===== src/rtl/timer_share_arbiter_pkg.sv =====
`default_nettype none
// ============================================================================
// timer_share_arbiter_pkg: shared state encodings and timer defaults. rev 1.0
// ============================================================================
package timer_share_arbiter_pkg;

  typedef enum logic [1:0] {
    ST_IDLE = 2'd0,
    ST_RUN  = 2'd1,
    ST_DONE = 2'd2
  } arb_state_e;

  localparam int DEFAULT_TICKS_PER_SEC = 50_000_000;
  localparam int DEFAULT_SECONDS       = 3;

  // Counter width for values 0..n-1, never narrower than one bit.
  function automatic int cnt_width(input int n);
    return (n < 2) ? 1 : $clog2(n);
  endfunction

endpackage
`default_nettype wire


===== src/rtl/timer_share_arbiter_sec_countdown.sv =====
`default_nettype none
// ============================================================================
// timer_share_arbiter_sec_countdown: tick prescaler and whole-second countdown. rev 1.0
// ============================================================================
module timer_share_arbiter_sec_countdown
  import timer_share_arbiter_pkg::*;
#(
  parameter int TICKS_PER_SEC = DEFAULT_TICKS_PER_SEC,
  parameter int SECONDS       = DEFAULT_SECONDS
) (
  input  logic       clk,
  input  logic       rst,
  input  logic       load_i,
  input  logic       run_i,
  output logic [3:0] remaining_sec_o,
  output logic       expire_o
);

  localparam int            TW        = cnt_width(TICKS_PER_SEC);
  localparam logic [TW-1:0] TICK_LAST = TW'(TICKS_PER_SEC - 1);
  localparam logic [3:0]    SEC_INIT  = 4'(SECONDS);

  logic [TW-1:0] tick_q, tick_d;
  logic [3:0]    sec_q, sec_d;
  logic          tick_wrap;

  assign tick_wrap = (tick_q == TICK_LAST);

  // Neither loading nor running clears both counters, so idle reads as zero.
  always_comb begin
    tick_d = '0;
    sec_d  = '0;
    if (load_i) begin
      tick_d = '0;
      sec_d  = SEC_INIT;
    end else if (run_i) begin
      if (tick_wrap) begin
        tick_d = '0;
        sec_d  = sec_q - 4'd1;
      end else begin
        tick_d = tick_q + TW'(1);
        sec_d  = sec_q;
      end
    end
  end

  always_ff @(posedge clk or posedge rst) begin
    if (rst) begin
      tick_q <= '0;
      sec_q  <= '0;
    end else begin
      tick_q <= tick_d;
      sec_q  <= sec_d;
    end
  end

  assign remaining_sec_o = sec_q;
  // Last tick of the last second; the owner gates this with its run state.
  assign expire_o        = tick_wrap && (sec_q == 4'd1);

endmodule
`default_nettype wire


===== src/rtl/timer_share_arbiter.sv =====
`default_nettype none
// ============================================================================
// timer_share_arbiter: round-robin sharing of one seconds countdown. rev 1.0
// ============================================================================
module timer_share_arbiter
  import timer_share_arbiter_pkg::*;
#(
  parameter int NUM_REQ       = 3,
  parameter int TICKS_PER_SEC = DEFAULT_TICKS_PER_SEC,
  parameter int SECONDS       = DEFAULT_SECONDS
) (
  input  logic               clk,
  input  logic               rst,
  input  logic [NUM_REQ-1:0] req,
  output logic [NUM_REQ-1:0] grant,
  output logic [NUM_REQ-1:0] timeout,
  output logic               busy,
  output logic [3:0]         remaining_sec
);

  localparam int          PW     = cnt_width(NUM_REQ);
  localparam logic [PW:0] CAND_N = (PW + 1)'(NUM_REQ);

  arb_state_e         state_q, state_d;
  logic [PW-1:0]      owner_q, owner_d;
  logic [PW-1:0]      rr_q, rr_d;
  logic [NUM_REQ-1:0] armed_q, armed_d;

  logic [NUM_REQ-1:0] elig;
  logic [PW:0]        cand;
  logic               pick_valid;
  logic [PW-1:0]      pick_idx;
  logic [PW-1:0]      owner_next;
  logic               owner_req;
  logic               cd_load;
  logic               cd_run;
  logic               cd_expire;

  assign elig       = req & armed_q;
  assign owner_req  = req[owner_q];
  assign owner_next = (owner_q == PW'(NUM_REQ - 1)) ? '0 : owner_q + PW'(1);

  // Scan from the farthest offset back to rr_q so the nearest eligible index wins.
  always_comb begin
    pick_valid = 1'b0;
    pick_idx   = '0;
    cand       = '0;
    for (int k = NUM_REQ - 1; k >= 0; k--) begin
      cand = {1'b0, rr_q} + (PW + 1)'(k);
      if (cand >= CAND_N) begin
        cand = cand - CAND_N;
      end
      if (elig[cand[PW-1:0]]) begin
        pick_valid = 1'b1;
        pick_idx   = cand[PW-1:0];
      end
    end
  end

  always_comb begin
    state_d = state_q;
    owner_d = owner_q;
    rr_d    = rr_q;
    armed_d = armed_q | ~req;
    cd_load = 1'b0;
    cd_run  = 1'b0;
    unique case (state_q)
      ST_IDLE: begin
        if (pick_valid) begin
          owner_d = pick_idx;
          cd_load = 1'b1;
          state_d = ST_RUN;
        end
      end
      ST_RUN: begin
        // A dropped owner request aborts even on the expiry cycle.
        if (!owner_req) begin
          state_d = ST_IDLE;
          rr_d    = owner_next;
        end else begin
          cd_run = 1'b1;
          if (cd_expire) begin
            state_d          = ST_DONE;
            rr_d             = owner_next;
            armed_d[owner_q] = 1'b0;
          end
        end
      end
      ST_DONE: begin
        state_d = ST_IDLE;
      end
      default: begin
        state_d = ST_IDLE;
      end
    endcase
  end

  always_ff @(posedge clk or posedge rst) begin
    if (rst) begin
      state_q <= ST_IDLE;
      owner_q <= '0;
      rr_q    <= '0;
      armed_q <= '1;
    end else begin
      state_q <= state_d;
      owner_q <= owner_d;
      rr_q    <= rr_d;
      armed_q <= armed_d;
    end
  end

  timer_share_arbiter_sec_countdown #(
    .TICKS_PER_SEC (TICKS_PER_SEC),
    .SECONDS       (SECONDS)
  ) u_sec_countdown (
    .clk             (clk),
    .rst             (rst),
    .load_i          (cd_load),
    .run_i           (cd_run),
    .remaining_sec_o (remaining_sec),
    .expire_o        (cd_expire)
  );

  assign busy = (state_q != ST_IDLE);

  for (genvar gi = 0; gi < NUM_REQ; gi++) begin : g_out
    assign grant[gi]   = (state_q != ST_IDLE) && (owner_q == PW'(gi));
    assign timeout[gi] = (state_q == ST_DONE) && (owner_q == PW'(gi));
  end

endmodule
`default_nettype wire


===== config.mk =====
export PLATFORM = sky130hd
export DESIGN_NAME = timer_share_arbiter
export DESIGN_NICKNAME = d
export VERILOG_FILES = /design/src/rtl/timer_share_arbiter_pkg.sv /design/src/rtl/timer_share_arbiter_sec_countdown.sv /design/src/rtl/timer_share_arbiter.sv
export SDC_FILE = /design/constraint.sdc
export NUM_CORES = 1
export LEC_CHECK = 0
export ABC_AREA = 1
export BUFFER_PORTS_ARGS = -buffer_cell sky130_fd_sc_hd__clkbuf_2
export CAP_MARGIN = 30
export CORE_MARGIN = 2
export CORE_UTILIZATION = 25
export CTS_CLUSTER_SIZE = 40
export DETAILED_ROUTE_END_ITERATION = 12
export PLACE_DENSITY_LB_ADDON = 0.12
export SLEW_MARGIN = 30
export SYNTH_ARGS = -nofsm -noshare
export SYNTH_HDL_FRONTEND = slang
export SYNTH_SLANG_ARGS = --single-unit
export TNS_END_PERCENT = 50

===== constraint.sdc =====
create_clock -name clk -period 2.66 [get_ports clk]
set_input_delay 0.266 -clock clk [delete_from_list [all_inputs] [get_ports clk]]
set_output_delay 0.266 -clock clk [all_outputs]
set_load 0.05 [all_outputs]

==> metrics.md <==
| Metric | Value |
|---|---|
| Status | finished clean |
| Worst-Skew Late Latency | 0.30 ns |
| ANT cells | 0 |
| GP Congestion | 0.833 |
| Post-CTS Resized | 0 |
| Main combinational cell family by area after synthesis | simple AND/OR/NAND/NOR gates |
| Initial Utilization | 0.260 |
| Compound-Gate Fraction of Synth Area | 0.0570 |
| Post-Synth XOR/XNOR Area | 0.0205 |
| Final min period | 1.84 ns |
| Cell depth of the worst flop-to-flop path | 7 |
| Mapped Nets | 391 |
| Final Max Slew Viols | 0 |
| R2R setup slack | 0.82 ns |
| Post-synth top area share | 0.351 |
| Layout Nets | 410 |
| Maximum number of pins on one net before global-route repair | 40 |
| Worst R2R End | u_sec_countdown.tick_q[3] |
| Setup-failing EPs final | 0 |
| Ys flop type | dfrtp_1 |
| Site row count | 36 |
| Reg-to-reg startpoint | owner_q[0] |
| CP Max Fanout | 15 |
| Syn_area_per_cell | 6.77 um^2 |
| H-tree depth | 2 |
| Worst path top cell family by delay | simple AND/OR/NAND/NOR gates |
| CTS clock-pin slew for the worst setup and hold paths | 0.08 ns |
| Full die area | 11100 um^2 |
| RSZ-0062 raised after global routing | no |
| Final TNS setup | 0 ns |
| DR pass1 iterations | 4 |
| Clk root buf | clkbuf_8 |
| Initial DRC count | 156 |
| CTS tree | built |
| Yosys reg bits | 39 |
| Fmax | 544 MHz |
| Post-synthesis simple-gate area fraction | 0.417 |
| Fin area | around 2900 um^2 |
| Chip height | 105 um |
| Via count | 2318 |
| # DRC | 0 |
| Asr flop ratio synth | 1.00 |
| Synth cell count leaders | 100 x nand2_1, 81 x nor2_1, 51 x inv_1 |
| Fin util | 0.292 |
| Critical Path End Type | flop |
| Worst slew margin | 0.599 |
| TritonCTS buffer count | 5 |
| Slew at the pin closest to its max-slew limit | 0.602 ns |
| Dpl cell area | around 2800 um^2 |
| First-pass GRT wire length | approximately 12000 um |
| Core area | ~10000 um^2 |
| Initial antenna violation count | 0 |
| CP cell instances | nor2_1 -> nand2_1 -> nand3_2 -> nand2_4 -> a21oi_2 -> nand2_1 -> a21oi_1 |
| Mapped cell area | 2570 um^2 |
| MaxCap Viol Count | 0 |
| Global Route Usage Sum | 0.130 |
| WP data arrival | 2.06 ns |
| Setup CP Type | flop to flop |
| Adder-cell area share of the yosys netlist | 0.0341 |
| Launching element type of the critical path | flop |
| Worst min-delay path class | input port to asynchronous set/reset pin |
| Hold_ws | 0.0614 ns |
| Synth area leaders | dfrtp_1 35%, nand2_1 15%, nor2_1 12% |
| Yosys warns | 0 |
| CP dominant cell by count | nand2_1 |
| Filler cell count | 1128 |
| Mapped Cells | roughly 380 |
| Peak VDD IR | 0.000314 V |
| PortBufs | 15 |
| I/O Pins | 16 |
| Total grt overflow | 0 |
| HPWL Detailed | 5190 um |
| Area leader, netlist | dfrtp_1 |
| Mux contribution to synthesized area | 0 |
| Number of global-route vias before repair | between 2000 and 2500 |
| DR vias/cell | 4.36 |
| Slowest cell on crit path | a21oi_2 |
| CP startpoint | owner_q[0] |
| Number of synthesized flops with an enable pin | 0 |
| Worst Path Required | between 2 and 3 ns |
| Setup Buffers After CTS | 0 |
| Tcrit/Tclk final | 0.691 |
| Post-synth cell types | 32 |
| Deepest clock path buffer count | 2 |
| Post-cts hold buffer count | 0 |
| Die width | between 100 and 150 um |
| Clk_skew | 0.00702 ns |
| Crit path buf inv count | 0 |
| Clock Sinks | 39 |
| Area grow syn2layout | 12.0% |
| Slowest stage delay, CP | ~0.5 ns |
| Final ANT Viol Nets | 0 |
| Power Dens Cells | 774 nW/um^2 |
| Leak | 1.27 nW |
| Hold Vio Cnt, Final | 0 |
| Share of layout cells above drive strength 1 | 0.110 |
| Routed wire length | 6680 um |
| Register area share after synthesis | 0.382 |
| DR WL/cell | about 13 um |
| Top-count cell post-synth | nand2_1 |
## layout make-up
| class | count | area, um^2 | area share |
|---|---|---|---|
| clock inverters | 3 | 20.0 | 0.00696 |
| flip-flops and latches | 39 | 980 | 0.341 |
| well taps | 133 | 166 | 0.0579 |
| inverters | 54 | 203 | 0.0705 |
| multi-input cells | 282 | 1360 | 0.472 |
| repair buffers | 16 | 82.6 | 0.0287 |
| clock buffers | 5 | 68.8 | 0.0239 |
## stage by stage
stage                     setup slack [ns]  total power [mW]  cells
after floorplan                       1.10              1.62    379
after global placement               0.852              1.83    524
after detailed placement             0.833              1.84    524
after CTS                            0.807              2.27    532
after global routing                 0.508              2.44    532
final                                0.821              2.23    532
## worst max-delay path by stage
stage                     slack (ns)  cells past startpoint                            endpoint
after detailed placement        0.83                      7           u_sec_countdown.tick_q[9]
after global placement          0.85                      9  u_sec_countdown.remaining_sec_o[3]
final                           0.82                      7           u_sec_countdown.tick_q[3]
after floorplan                 1.10                      3                            grant[0]
after CTS                       0.81                      7           u_sec_countdown.tick_q[3]
after global routing            0.51                      9  u_sec_countdown.remaining_sec_o[0]
## routing by layer
layer  up-vias  GRT usage  share of wire
met5         -          0              0
met4         0     0.0324          0.011
met3         7     0.0229          0.022
met2        26      0.211           0.47
met1      1058      0.179           0.50
li1       1227          -              -
## layout by cell type, fill, tap and decap left out, drive strengths merged
| master | n |
|---|---|
| and3 | 1 |
| clkbuf | 20 |
| nor2 | 85 |
| ha | 7 |
| nor3 | 12 |
| a21o | 1 |
| o21bai | 3 |
| clkinv | 2 |
| dfstp | 3 |
| nand3b | 2 |
| a21oi | 13 |
| nand4 | 11 |
| xor2 | 5 |
| a311oi | 1 |
| xnor2 | 1 |
| clkinvlp | 2 |
| dfrtp | 36 |
| nand2 | 103 |
| nand3 | 30 |
| a31oi | 3 |
| o21ai | 4 |
| inv | 53 |
| buf | 1 |
## logic make-up (layout without fill, tap and decap cells)
logic type	count (synthesis)	after routing
simple gates	244	244
flops	39	39
compound gates	25	25
xor+xnor	6	6
buf+inv	58	78
fa+ha+maj	7	7
## worst min-delay path, stage by stage
cell and delay [ns]:
clkbuf_2 0.08, clkinv_1 0.03, buf_4 0.43
## power breakdown
group	internal [mW]	switching [mW]	leakage, nW
logic	0.291	0.781	0.711
registers	0.672	0.0693	0.522
clock network	0.183	0.231	0.0402
## state kept, by name, summed over array words and instances (netlist names)
| signal | count |
|---|---|
| armed_q | 3 |
| owner_q | 2 |
| rr_q | 2 |
| state_q | 2 |
| u_sec_countdown.remaining_sec_o | 4 |
| u_sec_countdown.tick_q | 26 |
No activity file was read; power rests on OpenSTA's default activity.
